`src/rtl/uart_rx_fifo.sv`:
```
// uart_rx_fifo
//   Receive-side byte FIFO sitting behind a UART receiver. A rising edge on the
//   receiver's data-available strobe writes one byte; the consumer drains bytes
//   with a valid/ready handshake (first-word-fall-through). Reports fill level,
//   empty/full/almost-full, and a sticky overflow flag for dropped bytes.
//
//   Ports
//     i_clock, i_reset_n       clock, async active-low reset
//     i_rx_valid, i_rx_byte    receiver strobe and byte (edge-detected)
//     i_rd_ready               consumer accepts head byte this cycle
//     o_rd_valid, o_rd_data    head byte available / head byte (8'h00 when empty)
//     o_count                  bytes stored, 0..DEPTH
//     o_empty, o_full          count == 0 / count == DEPTH
//     o_almost_full            count >= ALMOST_FULL
//     o_overflow               sticky: a byte was dropped while full
//     i_clear_overflow         synchronous clear of o_overflow (a new drop wins)
module uart_rx_fifo #(
  parameter int DEPTH       = 16,
  parameter int ALMOST_FULL = DEPTH - 2
) (
  input  logic                       i_clock,
  input  logic                       i_reset_n,
  input  logic                       i_rx_valid,
  input  logic [7:0]                 i_rx_byte,
  input  logic                       i_rd_ready,
  output logic                       o_rd_valid,
  output logic [7:0]                 o_rd_data,
  output logic [$clog2(DEPTH):0]     o_count,
  output logic                       o_empty,
  output logic                       o_full,
  output logic                       o_almost_full,
  output logic                       o_overflow,
  input  logic                       i_clear_overflow
);
  localparam int AW = $clog2(DEPTH);
  localparam int PW = AW + 1;

  logic [7:0]    mem_q [DEPTH];
  logic [PW-1:0] wr_ptr_q, wr_ptr_d;
  logic [PW-1:0] rd_ptr_q, rd_ptr_d;
  logic          rx_valid_q;
  logic          overflow_q, overflow_d;
  logic [PW-1:0] count;
  logic          push, pop, wr_en, full, empty;

  // Pointers carry an extra wrap bit so full and empty are distinguishable
  // and the difference is the fill level directly.
  assign count = wr_ptr_q - rd_ptr_q;
  assign empty = (count == '0);
  assign full  = (count == PW'(DEPTH));

  always_comb begin
    push       = i_rx_valid & ~rx_valid_q;
    pop        = ~empty & i_rd_ready;
    // A pop on the same edge frees a slot, so a push into a full FIFO is
    // still accepted in that case.
    wr_en      = push & (~full | pop);
    wr_ptr_d   = wr_ptr_q + PW'(wr_en);
    rd_ptr_d   = rd_ptr_q + PW'(pop);
    // Set takes priority over clear.
    overflow_d = (push & full & ~pop) | (overflow_q & ~i_clear_overflow);
  end

  always_ff @(posedge i_clock or negedge i_reset_n) begin
    if (!i_reset_n) begin
      wr_ptr_q   <= '0;
      rd_ptr_q   <= '0;
      rx_valid_q <= 1'b0;
      overflow_q <= 1'b0;
    end else begin
      wr_ptr_q   <= wr_ptr_d;
      rd_ptr_q   <= rd_ptr_d;
      rx_valid_q <= i_rx_valid;
      overflow_q <= overflow_d;
    end
  end

  // Storage is not reset; the pointers alone define which entries are live.
  always_ff @(posedge i_clock) begin
    if (wr_en) mem_q[wr_ptr_q[AW-1:0]] <= i_rx_byte;
  end

  assign o_rd_valid    = ~empty;
  assign o_rd_data     = empty ? 8'h00 : mem_q[rd_ptr_q[AW-1:0]];
  assign o_count       = count;
  assign o_empty       = empty;
  assign o_full        = full;
  assign o_almost_full = (count >= PW'(ALMOST_FULL));
  assign o_overflow    = overflow_q;

endmodule
```
`config.mk`:
```
export PLATFORM = sky130hd
export DESIGN_NAME = uart_rx_fifo
export DESIGN_NICKNAME = d
export VERILOG_FILES = /design/src/rtl/uart_rx_fifo.sv
export SDC_FILE = /design/constraint.sdc
export NUM_CORES = 1
export LEC_CHECK = 0
export CORE_MARGIN = 5
export CORE_UTILIZATION = 40
export CTS_CLUSTER_DIAMETER = 120
export DETAILED_ROUTE_END_ITERATION = 6
export PLACE_DENSITY_LB_ADDON = 0.08
export SYNTH_ARGS = -nofsm -noshare
export SYNTH_HDL_FRONTEND = slang
export SYNTH_SLANG_ARGS = --single-unit
```
`constraint.sdc`:
```
create_clock -name i_clock -period 3.4 [get_ports i_clock]
set_clock_uncertainty 0.15 [all_clocks]
set_input_delay 0.68 -clock i_clock [delete_from_list [all_inputs] [get_ports i_clock]]
set_output_delay 0.68 -clock i_clock [all_outputs]
set_load 0.01 [all_outputs]
```
# [Yosys cells after proc, flatten, opt, wreduce, memory -nomap -nowiden]
# Memories as Yosys holds them, arrays and structs flattened.
# Cells that the tools add are included.
[op_classes] add_sub_neg=3 n_lt_le_gt_ge=1 n_eq_ne=1 n_mux=3 bitwise_logic=13 reduce_logical=1
[op_table] op="$add 5x1->5" count=2
[op_table] op="$mux 8" count=1
[op_table] op="$and 1x1->1" count=6
[op_table] op="$eq 5x5->1 const B" count=1
[op_table] op="$ge 5x4->1 const B" count=1
[op_table] op="$logic_not 5->1" count=1
[op_table] op="$not 1->1" count=5
[op_table] op="$sub 5x5->5" count=1
[op_table] op="$mux 1" count=2
[op_table] op="$or 1x1->1" count=2
[totals] regBits=12 ram_bits=128 input_bits=13 output_inout_bits=18 elab_cells=27 mem_count=1
[mem_list] memory="mem_q" depth=16 word_bits=8 rd=1 rd_ports_with_merged_regs=0 wr=1 line_no="38" text="logic [7:0] mem_q [DEPTH];"

# [Depth between registers and ports, before layout]
# Gate-level depths: netlist of the first run.
[logic_depth] word_depth=8 ltp_mapped=13 ltp_nobuf=13

# [Worst setup path before layout of the first run]
# Ideal clock, no wire load.
[synth_timing] path_kind="reg-to-reg" from="reg rd_ptr_q[1]" to="mem mem_q[10][0], enable pin" setup_ps=395 arrival_time_ps=2874 required_time_ps=2855 setup_slack_ps=-18 stages_incl_launch_ff=9 path_buffers=2 synth_period_minus_slack_ps=3418 path_cell_list="dfrtp_1 clkbuf_1 clkbuf_1 inv_1 ha_1 a221oi_2 xnor2_2 nor4_4 nor4_1"
[synth_between] elab_chain_cells=8 word_cells_on_any_way=10 cone_classes="1 x add/sub; 1 x eq/ne; 2 x mux; 5 x bitwise; 1 x reduce/logical"
[synth_lines] element="from (decl)" line_no="40" text="logic [PW-1:0] rd_ptr_q, rd_ptr_d;"
[synth_lines] element="from (signal assigned)" line_no="72" text="rd_ptr_q <= rd_ptr_d;"
[synth_lines] element="$sub 5x5->5 (*)" line_no="48" text="assign count = wr_ptr_q - rd_ptr_q;"
[synth_lines] element="named net o_count[3]" line_no="28" text="output logic [$clog2(DEPTH):0] o_count,"
[synth_lines] element="$logic_not 5->1" line_no="49" text="assign empty = (count == '0);"
[synth_lines] element="$not 1->1" line_no="54" text="pop = ~empty & i_rd_ready;"
[synth_lines] element="$and 1x1->1" line_no="54"
[synth_lines] element="$or 1x1->1 (*)" line_no="57" text="wr_en = push & (~full | pop);"
[synth_lines] element="$and 1x1->1 (*)" line_no="57"
[synth_lines] element="$mux 1 (*)" line_no="80" text="if (wr_en) mem_q[wr_ptr_q[AW-1:0]] <= i_rx_byte;"
[synth_lines] element="$mux 1 (implied by the code) (*)" line_no="80"
[synth_lines] element="to (decl)" line_no="38"
# The timed path passes the listed nets; every way through them passes the cells marked *.

# [Worst setup path after layout of the first run]
[layout_timing] from="reg rd_ptr_q[0]" to="out o_rd_data[0]"
[layout_between] elab_chain_cells=3 word_cells_on_any_way=4 cone_classes="1 x add/sub; 1 x mux; 1 x reduce/logical; 1 x memory"
[layout_lines] element="$sub 5x5->5" line_no="48"
[layout_lines] element="$logic_not 5->1" line_no="49"
[layout_lines] element="$mux 8 (*)" line_no="84" text="assign o_rd_data = empty ? 8'h00 : mem_q[rd_ptr_q[AW-1:0]];"
[layout_lines] element="to (decl)" line_no="27" text="output logic [7:0] o_rd_data,"
# Mark *: on every way between the ends. The rest lies on a longest branch, timed or not.

==> metrics.txt, run 1 <==
status=finished with violations; failing checks=negative setup slack; critical path's top delay family=buffers and inverters; Final Cycle Share=1.03; worst setup path start=rd_ptr_q[0]; CP Launch Type=flip-flop; Simple-Gate Fraction of Synth Area=0.0439; total power=6.93 mW; CP Depth=11; DRC=0; Arr. time, crit path=2680 ps; initial core utilization=0.406; post-layout net count=398; DR iter-0 viols=152; slew margin rel.=0.585; Place WS=-43.9 ps; RSZ-0062 raised after global routing=true; Most used DFF post-synth=edfxtp_1; vias=2936; worst r2r src=rd_ptr_q[0]; cell area after synthesis=5610 sq um; Setup WS post-layout=-106 ps; first-pass detailed-route iteration total=4; Die Area=16500 sq um; minimum clock period=3510 ps; final WL=12.2 mm; global route total overflow=0; share of cells above drive strength 1=0.393; Die Wd=128 microns; PwrDens=971 nW/um^2; Filler Cell Count=1124; Multi-input gate area=1480 sq um; clock power share=0.250; CP max stage delay=420 ps; H-tree levels=4; total global-route track usage=0.159; post-synthesis compound-gate area fraction=0.0352; Longest Clk Path Bufs=2; GPL Wtd Cong=0.758; CTS buffer count=17; peak supply drop=0.425 mV; FMAX=285 MHz; cell row count=43; RR Endpoint=mem_q[8][1]; Routed wire per std cell=21.5 microns; Post-synth EDFFs=128; CP required=2570 ps; largest family of logic cells by synthesized area=multiplexers; I/O pin count=31; hold crit path type=reg -> reg; Die Ht=128 microns; register share of total power=0.303; most frequent cells in the layout=edfxtp_1, buf_4, mux4_2, clkbuf_16; post-synthesis mux area share=0.128; r2r worst-path depth=12; placed cell area=6390 sq um; fraction of registers with async set/reset=0.0857; Via-to-Cell Ratio=5.17; Mapped Nets=306; crit path to=o_rd_data[0]; endpoints failing hold=0; Buf/Inv on CP=4; HPWL after DPL=7.70 mm; sequential cell area=4150 sq um; Pleak=2.47 nW; Clock Latency Late Sink=410 ps; post-synthesis sequential area ratio=0.738; Net Sw Frac=0.326; Post-Synth Adder-Cell Area=0.0214; count of cell types in the netlist=28; core area=13800 sq um; most common cell after layout, fill and taps aside=edfxtp_1; number of clock sinks=140; Final ANT Viol Nets=0; root buf cell=clkbuf_16; CP endpoint kind=primary output; worst-margin pin slew=621 ps; worst-path cell chain=ha_4 -> fa_2 -> nand2b_4 -> a21oi_2 -> xor2_1 -> inv_1 -> nor3_4 -> buf_6 -> buf_6 -> a21oi_2 -> buf_2; maxcap violations=0; Reg2Reg Setup Slack=390 ps; final setup vio count=10; Avg Cell Area, Syn=19.8 sq um; Syn. warnings=0; cell internal pwr=4.67 mW; initial antenna violation count=0; largest net degree at the start of global routing=35; Area Growth Syn to Fin=27.1%; main area contributors after synthesis=edfxtp_1, mux4_2, dfrtp_1, a22oi_1, ha_1; critical path's slowest cell=dfrtp_2; first-pass GRT wire length=18.7 mm; Mapped Cells=284; setup_tns=-753 ps; final instance area=7130 sq um; top cell type's share of synthesized area=0.685; dominant cell type by area after synthesis=edfxtp_1; NetSw=2.26 mW; combinational fraction of design power=0.447; Post-Synth XOR/XNOR Area=0.0169; Port-buffer cells=30; Worst-path clk slew=60 ps; worst setup path class=reg -> out; max-slew violations=0; #FFs+latches synth=140; CTS tree=done; number of global-route vias before repair=3159; crit-path max FO=4
-- synthesized netlist by cell type, drive strengths merged, types with 4 or more instances --
master and number:
nand2 6, a22oi 16, nor4 5, ha 8, mux4 32, nor3 14
dfrtp 12, xor2 4, nand3 4, xnor2 6, edfxtp 128, inv 10
buf 5, nor2 8, a21oi 9, clkbuf 5
-- routing by layer --
metal	vias to the layer above	routed length, microns	GRT usage
li1	1353	-	-
met1	1523	5390	0.207
met2	44	6210	0.262
met3	16	361	0.0386
met4	0	245	0.0593
met5	-	0	0
-- registers in the layout, summed over array words and instances (netlist names) --
signal,flops
rx_valid_q,1
rd_ptr_q,5
o_overflow,1
mem_q,128
wr_ptr_q,5
-- final cells by class --
| cell class | instances | share of cell area |
|---|---|---|
| sequential | 140 | 0.581 |
| clock inverter | 12 | 0.0174 |
| multi-input combinational | 124 | 0.208 |
| tap | 180 | 0.0316 |
| inverter | 10 | 0.00526 |
| timing repair buffer | 83 | 0.0963 |
| antenna | 1 | 0.000351 |
| clock buffer | 18 | 0.0602 |
-- what timing repair did --
item	CTS	global route
cloned	1	0
hold buffers	0	0
endpoints found under the setup margin	13	13
pin swaps	4	2
gates resized for setup	74	10
setup buffers	12	3
-- worst min path at each step --
stage / startpoint / to / cells past startpoint
floorplan: i_reset_n / o_overflow / 0
global placement: rd_ptr_q[4] / rd_ptr_q[4] / 1
detailed placement: rd_ptr_q[4] / rd_ptr_q[4] / 1
CTS: rd_ptr_q[4] / rd_ptr_q[4] / 1
global route: wr_ptr_q[4] / wr_ptr_q[4] / 1
finish: rd_ptr_q[4] / rd_ptr_q[4] / 1
-- kinds of logic after synthesis --
family	count (synthesis)
AOI/OAI and AO/OA	28
xor gates and xnor gates	10
adders and majority gates	9
muxes	32
and+or+nand+nor	45
DFF	140
buffers and inverters	20
-- stage by stage --
stage | util | hold WS [ps] | std cells
after detailed placement | 0.462 | 331 | 521
after global routing | 0.516 | 360 | 567
after CTS | 0.513 | 343 | 564
after global placement | 0.462 | 330 | 521
final | 0.516 | 337 | 568
after floorplan | - | 234 | 284
-- power groups by stage --
stage	clock, mW	sequential, mW	combinational (mW)
final	1.73	2.10	3.10
after global routing	1.84	2.12	3.32
after CTS	1.76	2.10	3.02
after detailed placement	0	2.14	2.79
after global placement	0	2.13	2.79
after floorplan	0	2.15	1.50
Note: power is estimated with default switching activity, not from simulation.
==> run 2: changes to the inputs <==
--- a/config.mk
+++ b/config.mk
@@ -9,7 +9,9 @@
 export CORE_UTILIZATION = 40
 export CTS_CLUSTER_DIAMETER = 120
 export DETAILED_ROUTE_END_ITERATION = 6
+export DONT_BUFFER_PORTS = 1
 export PLACE_DENSITY_LB_ADDON = 0.08
+export SLEW_MARGIN = 20
 export SYNTH_ARGS = -nofsm -noshare
 export SYNTH_HDL_FRONTEND = slang
 export SYNTH_SLANG_ARGS = --single-unit
==> metrics.txt, run 2 (synthesized netlist as in run 1, its figures left out) <==
DRC=0 (unchanged); placed cell area=6020 sq um (was 6390 sq um); critical path's slowest cell=dfrtp_2 (unchanged); CP Launch Type=flip-flop (unchanged); Reg2Reg Setup Slack=480 ps (was 390 ps); maxcap violations=0 (unchanged); H-tree levels=4 (unchanged); worst-path cell chain=ha_4 -> fa_2 -> nand2b_4 -> a21oi_2 -> xor2_1 -> inv_2 -> nor3_4 -> buf_6 -> a21oi_2 (was ha_4 -> fa_2 -> nand2b_4 -> a21oi_2 -> xor2_1 -> inv_1 -> nor3_4 -> buf_6 -> buf_6 -> a21oi_2 -> buf_2); most used cell, CP=a21oi_2; sequential cell area=4150 sq um (about the same); first-pass detailed-route iteration total=4 (unchanged); slew margin rel.=0.439 (was 0.585); worst setup path class=reg -> out (unchanged); peak supply drop=0.388 mV (was 0.425 mV); HPWL after DPL=7.33 mm (was 7.70 mm); Worst-path clk slew=60 ps (about the same); Port-buffer cells=0 (was 30); Setup WS post-layout=77.7 ps (was -106 ps); CP max stage delay=430 ps (was 420 ps); critical path's top delay family=adder cells (was buffers and inverters); Die Wd=128 microns (unchanged); vias=2777 (was 2936); global route total overflow=0 (unchanged); Arr. time, crit path=2490 ps (was 2680 ps); crit-path max FO=7 (was 4); endpoints failing hold=0 (unchanged); Final Cycle Share=0.977 (was 1.03); met1 global-route usage=0.221 (was 0.207); Worst Hold Launch=i_rx_valid (was rd_ptr_q[4]); most frequent cells in the layout=edfxtp_1, mux4_2, buf_4, clkbuf_16, a22oi_1 (was edfxtp_1, buf_4, mux4_2, clkbuf_16); first-pass GRT wire length=18.3 mm (was 18.7 mm); Layout Utilization=0.486 (was 0.516); Multi-input gate area=1510 sq um (was 1480 sq um); ANT cells=0 (was 1); CTS tree=done (unchanged); initial core utilization=0.406 (unchanged); Pleak=2.22 nW (was 2.47 nW); post-layout net count=349 (was 398); met2 Use GR=0.240 (was 0.262); CP endpoint kind=primary output (unchanged); status=complete, no violations (was finished with violations); RSZ-0062 raised after global routing=true (unchanged); worst-margin pin slew=838 ps (was 621 ps); GPL Wtd Cong=0.766 (was 0.758); gr busiest metal=met2 (unchanged); Clock Latency Late Sink=420 ps (was 410 ps); minimum clock period=3320 ps (was 3510 ps); global routing usage on met3=0.0353 (was 0.0386); Final ANT Viol Nets=0 (unchanged); CP required=2570 ps (about the same); Die Ht=128 microns (unchanged); final instance area=6730 sq um (was 7130 sq um); worst setup path start=rd_ptr_q[0] (unchanged); Buf/Inv on CP=2 (was 4); Die Area=16500 sq um (unchanged); PwrDens=933 nW/um^2 (was 971 nW/um^2); Area Growth Syn to Fin=19.9% (was 27.1%); FMAX=301 MHz (was 285 MHz); I/O pin count=31 (unchanged); core area=13800 sq um (unchanged); share of cells above drive strength 1=0.352 (was 0.393); worst r2r src=rd_ptr_q[0] (unchanged); root buf cell=clkbuf_16 (unchanged); max-slew violations=0 (unchanged); CTS buffer count=17 (unchanged); most common cell after layout, fill and taps aside=edfxtp_1 (unchanged); total global-route track usage=0.157 (was 0.159); Filler Cell Count=1146 (was 1124); final WL=11.9 mm (was 12.2 mm); final setup vio count=0 (was 10); max FFs per register=128 (unchanged); number of clock sinks=140 (unchanged); cell row count=43 (unchanged); Via-to-Cell Ratio=5.36 (was 5.17); hold crit path type=in -> reg (was reg -> reg); Longest Clk Path Bufs=2 (unchanged); final hold slack=147 ps (was 337 ps); Routed wire per std cell=23.0 microns (was 21.5 microns); initial antenna violation count=0 (unchanged); Place WS=330 ps (was -43.9 ps); DR iter-0 viols=312 (was 152); number of global-route vias before repair=2896 (was 3159); largest net degree at the start of global routing=35 (unchanged)
[run 2: changes by cell type in the layout (fill, tap and decap cells not counted), sizes merged]
cell / before / now
buf: 64 / 33
clkdlybuf4s50: 16 / 0
clkbuf: 19 / 22
clkinv: 6 / 3
inv: 12 / 10
clkdlybuf4s15: 1 / 0
clkinvlp: 2 / 3
diode: 1 / 0
dlygate4sd2: 1 / 0
dlygate4sd3: 0 / 1
[run 2: worst paths after layout]
| kind | end | cells past startpoint |
|---|---|---|
| worst min-delay path | rx_valid_q | 0 |
| worst min register to register | rd_ptr_q[4] | 1 |
| min in group asynchronous | rd_ptr_q[0] | 1 |
| worst max-delay path | o_rd_data[3] | 9 |
| max in group asynchronous | wr_ptr_q[1] | 1 |
| worst max register to register | mem_q[8][4] | 11 |
[run 2: where the power goes]
part	leakage, nW	switching (mW)	internal [mW]	total [mW]
clock	0.253	0.658	1.06	1.72
sequential	1.30	0.102	2.04	2.14
combinational	0.674	1.35	1.06	2.41
total	2.22	2.11	4.16	6.28
[run 2: per-stage QoR]
stage | TNS [ps] | total power, mW | cells
after floorplan | -588 | 3.64 | 284
after global placement | 0 | 4.25 | 481
after detailed placement | 0 | 4.27 | 481
after CTS | -111 | 6.12 | 514
after global routing | -140 | 6.62 | 518
final | 0 | 6.28 | 518
[run 2: what timing repair did]
action                                 CTS  global route
setup endpoints to repair                9            11
hold buffers                             1             0
buffers inserted                         1             4
endpoints found under the hold margin   12             0
resized for setup                        8            18
cloned                                   1             0
pin swaps                                3             1
[run 2: per-layer routing]
| layer | routed length (microns) | part of all wire | up-vias |
|---|---|---|---|
| met5 | 0 | 0 | - |
| met4 | 206 | 0.017 | 0 |
| met3 | 471 | 0.040 | 14 |
| met2 | 5730 | 0.48 | 45 |
| met1 | 5490 | 0.46 | 1463 |
| li1 | - | - | 1255 |
[run 2: final cells by class]
cell class	instances	area share
Tap cell	180	0.0335
Multi-Input combinational cell	124	0.225
Timing Repair Buffer	34	0.0394
Inverter	10	0.00558
Sequential cell	140	0.617
Clock buffer	22	0.0660
Clock inverter	8	0.0143
==> run 3: changes to the inputs <==
--- a/config.mk
+++ b/config.mk
@@ -8,9 +8,10 @@
 export CORE_MARGIN = 5
 export CORE_UTILIZATION = 40
 export CTS_CLUSTER_DIAMETER = 120
+export CTS_CLUSTER_SIZE = 20
 export DETAILED_ROUTE_END_ITERATION = 6
 export DONT_BUFFER_PORTS = 1
-export PLACE_DENSITY_LB_ADDON = 0.08
+export PLACE_DENSITY_LB_ADDON = 0.15
 export SLEW_MARGIN = 20
 export SYNTH_ARGS = -nofsm -noshare
 export SYNTH_HDL_FRONTEND = slang
==> metrics.txt, run 3 (synthesized netlist as in run 1, its figures left out) <==
Final Cycle Share=1.01 (was 0.977); Arr. time, crit path=2590 ps (was 2490 ps); wire length on met3=436 microns (was 471 microns); placed cell area=6030 sq um (was 6020 sq um); worst hold endpoint=rx_valid_q (unchanged); Die Wd=128 microns (unchanged); GPL Wtd Cong=0.760 (was 0.766); CTS buffer count=17 (unchanged); Die Area=16500 sq um (unchanged); DRC=0 (unchanged); CP Launch Type=flip-flop (unchanged); peak supply drop=0.419 mV (was 0.388 mV); worst r2r src=rd_ptr_q[0] (unchanged); post-layout net count=351 (was 349); most common cell after layout, fill and taps aside=edfxtp_1 (unchanged); largest net degree at the start of global routing=35 (unchanged); final instance area=6770 sq um (was 6730 sq um); Worst Hold Launch=i_rx_valid (unchanged); max FFs per register=128 (unchanged); global route total overflow=0 (unchanged); initial core utilization=0.406 (unchanged); worst-margin pin slew=778 ps (was 838 ps); first-pass detailed-route iteration total=4 (unchanged); Routed wire per std cell=22.6 microns (was 23.0 microns); Port-buffer cells=0 (unchanged); endpoints failing hold=0 (unchanged); worst-path cell chain=ha_4 -> fa_2 -> nand2b_4 -> a21oi_2 -> xor2_1 -> inv_2 -> nor3_4 -> buf_6 -> buf_12 -> a21oi_2 (was ha_4 -> fa_2 -> nand2b_4 -> a21oi_2 -> xor2_1 -> inv_2 -> nor3_4 -> buf_6 -> a21oi_2); status=finished with violations (was complete, no violations); CP Depth=10 (was 9); met2 wire length=5.69 mm (was 5.73 mm); first-pass GRT wire length=18.9 mm (was 18.3 mm); I/O pin count=31 (unchanged); PwrDens=934 nW/um^2 (was 933 nW/um^2); slew margin rel.=0.480 (was 0.439); final setup vio count=5 (was 0); Buf/Inv on CP=3 (was 2); CP endpoint kind=primary output (unchanged); cell row count=43 (unchanged); critical path's top delay family=adder cells (unchanged); Die Ht=128 microns (unchanged); M1 WL=5.53 mm (was 5.49 mm); final hold slack=139 ps (was 147 ps); minimum clock period=3420 ps (was 3320 ps); share of cells above drive strength 1=0.371 (was 0.352); DR iter-0 viols=229 (was 312); critical path's slowest cell=dfrtp_2 (unchanged); number of global-route vias before repair=3010 (was 2896); Place WS=259 ps (was 330 ps); Area Growth Syn to Fin=20.6% (was 19.9%); crit-path max FO=6 (was 7); initial antenna violation count=0 (unchanged); Longest Clk Path Bufs=2 (unchanged); Final ANT Viol Nets=0 (unchanged); ANT cells=0 (unchanged); RSZ-0062 raised after global routing=true (unchanged); CP max stage delay=420 ps (was 430 ps); Filler Cell Count=1142 (was 1146); max-slew violations=0 (unchanged); hold crit path type=in -> reg (unchanged); core area=13800 sq um (unchanged); r2r worst-path depth=11 (unchanged); RR Endpoint=mem_q[12][0] (was mem_q[8][4]); worst setup path class=reg -> out (unchanged); final WL=11.8 mm (was 11.9 mm); vias=2783 (was 2777); setup_tns=-81.6 ps (was 0 ps); Worst-path clk slew=60 ps (about the same); Clock Latency Late Sink=420 ps (about the same); number of clock sinks=140 (unchanged); Pleak=2.26 nW (was 2.22 nW); Via-to-Cell Ratio=5.33 (was 5.36); most used cell, CP=a21oi_2 (unchanged); hold path depth=0 (unchanged); CTS tree=done (unchanged); CP required=2570 ps (about the same); H-tree levels=4 (unchanged); Reg2Reg Setup Slack=420 ps (was 480 ps); FMAX=293 MHz (was 301 MHz); HPWL after DPL=7.45 mm (was 7.33 mm); total global-route track usage=0.160 (was 0.157); Top Layer Used=met4 (unchanged); Setup WS post-layout=-17.5 ps (was 77.7 ps); most frequent cells in the layout=edfxtp_1, mux4_2, buf_4, clkbuf_16, a22oi_1 (unchanged); root buf cell=clkbuf_16 (unchanged); failing checks=negative setup slack; total power=6.33 mW (was 6.28 mW); maxcap violations=0 (unchanged)
## run 3: changes by cell type in the layout (fill, tap and decap cells not counted), sizes merged
cell	before	now
buf	33	35
clkbuf	22	17
clkinv	3	10
clkinvlp	3	1
inv	10	12
## run 3: power breakdown
group	total, mW	internal (mW)	switching (mW)
logic	2.40	1.06	1.34
registers	2.15	2.04	0.110
clock network	1.78	1.08	0.705
total	6.33	4.18	2.15
## run 3: cell type report
cell class	instances	area (sq um)	area share
inverters	10	40.0	0.00591
flip-flops and latches	140	4150	0.613
clock inverters	15	148	0.0218
multi-input cells	124	1490	0.220
repair buffers	36	293	0.0432
well taps	180	225	0.0333
clock buffers	17	425	0.0628
## run 3: per-layer routing
metal  vias to the layer above  global-route usage
met2                        45               0.244
met5                         -                   0
met1                      1467               0.224
li1                       1256                   -
met4                         0              0.0581
met3                        15              0.0428
## run 3: what timing repair did
item,in CTS,in global routing
pin swaps,4,4
resized for setup,19,7
setup buffers,5,3
hold endpoints to repair,12,0
hold buffers,1,0
endpoints found under the setup margin,10,11
cloned,1,0
## run 3: worst max-delay path by stage
stage	slack, ps	to	from
finish	-20	o_rd_data[3]	rd_ptr_q[0]
CTS	7	o_rd_valid	wr_ptr_q[0]
detailed placement	260	o_rd_data[0]	wr_ptr_q[0]
global route	-160	o_rd_data[6]	rd_ptr_q[0]
global placement	320	o_rd_data[5]	wr_ptr_q[0]
floorplan	-20	mem_q[10][0]	rd_ptr_q[1]
## run 3: metrics by stage
stage	utilization	std cells
finish	0.490	522
global route	0.490	522
CTS	0.488	520
detailed placement	0.436	481
global placement	0.436	481
floorplan	-	284
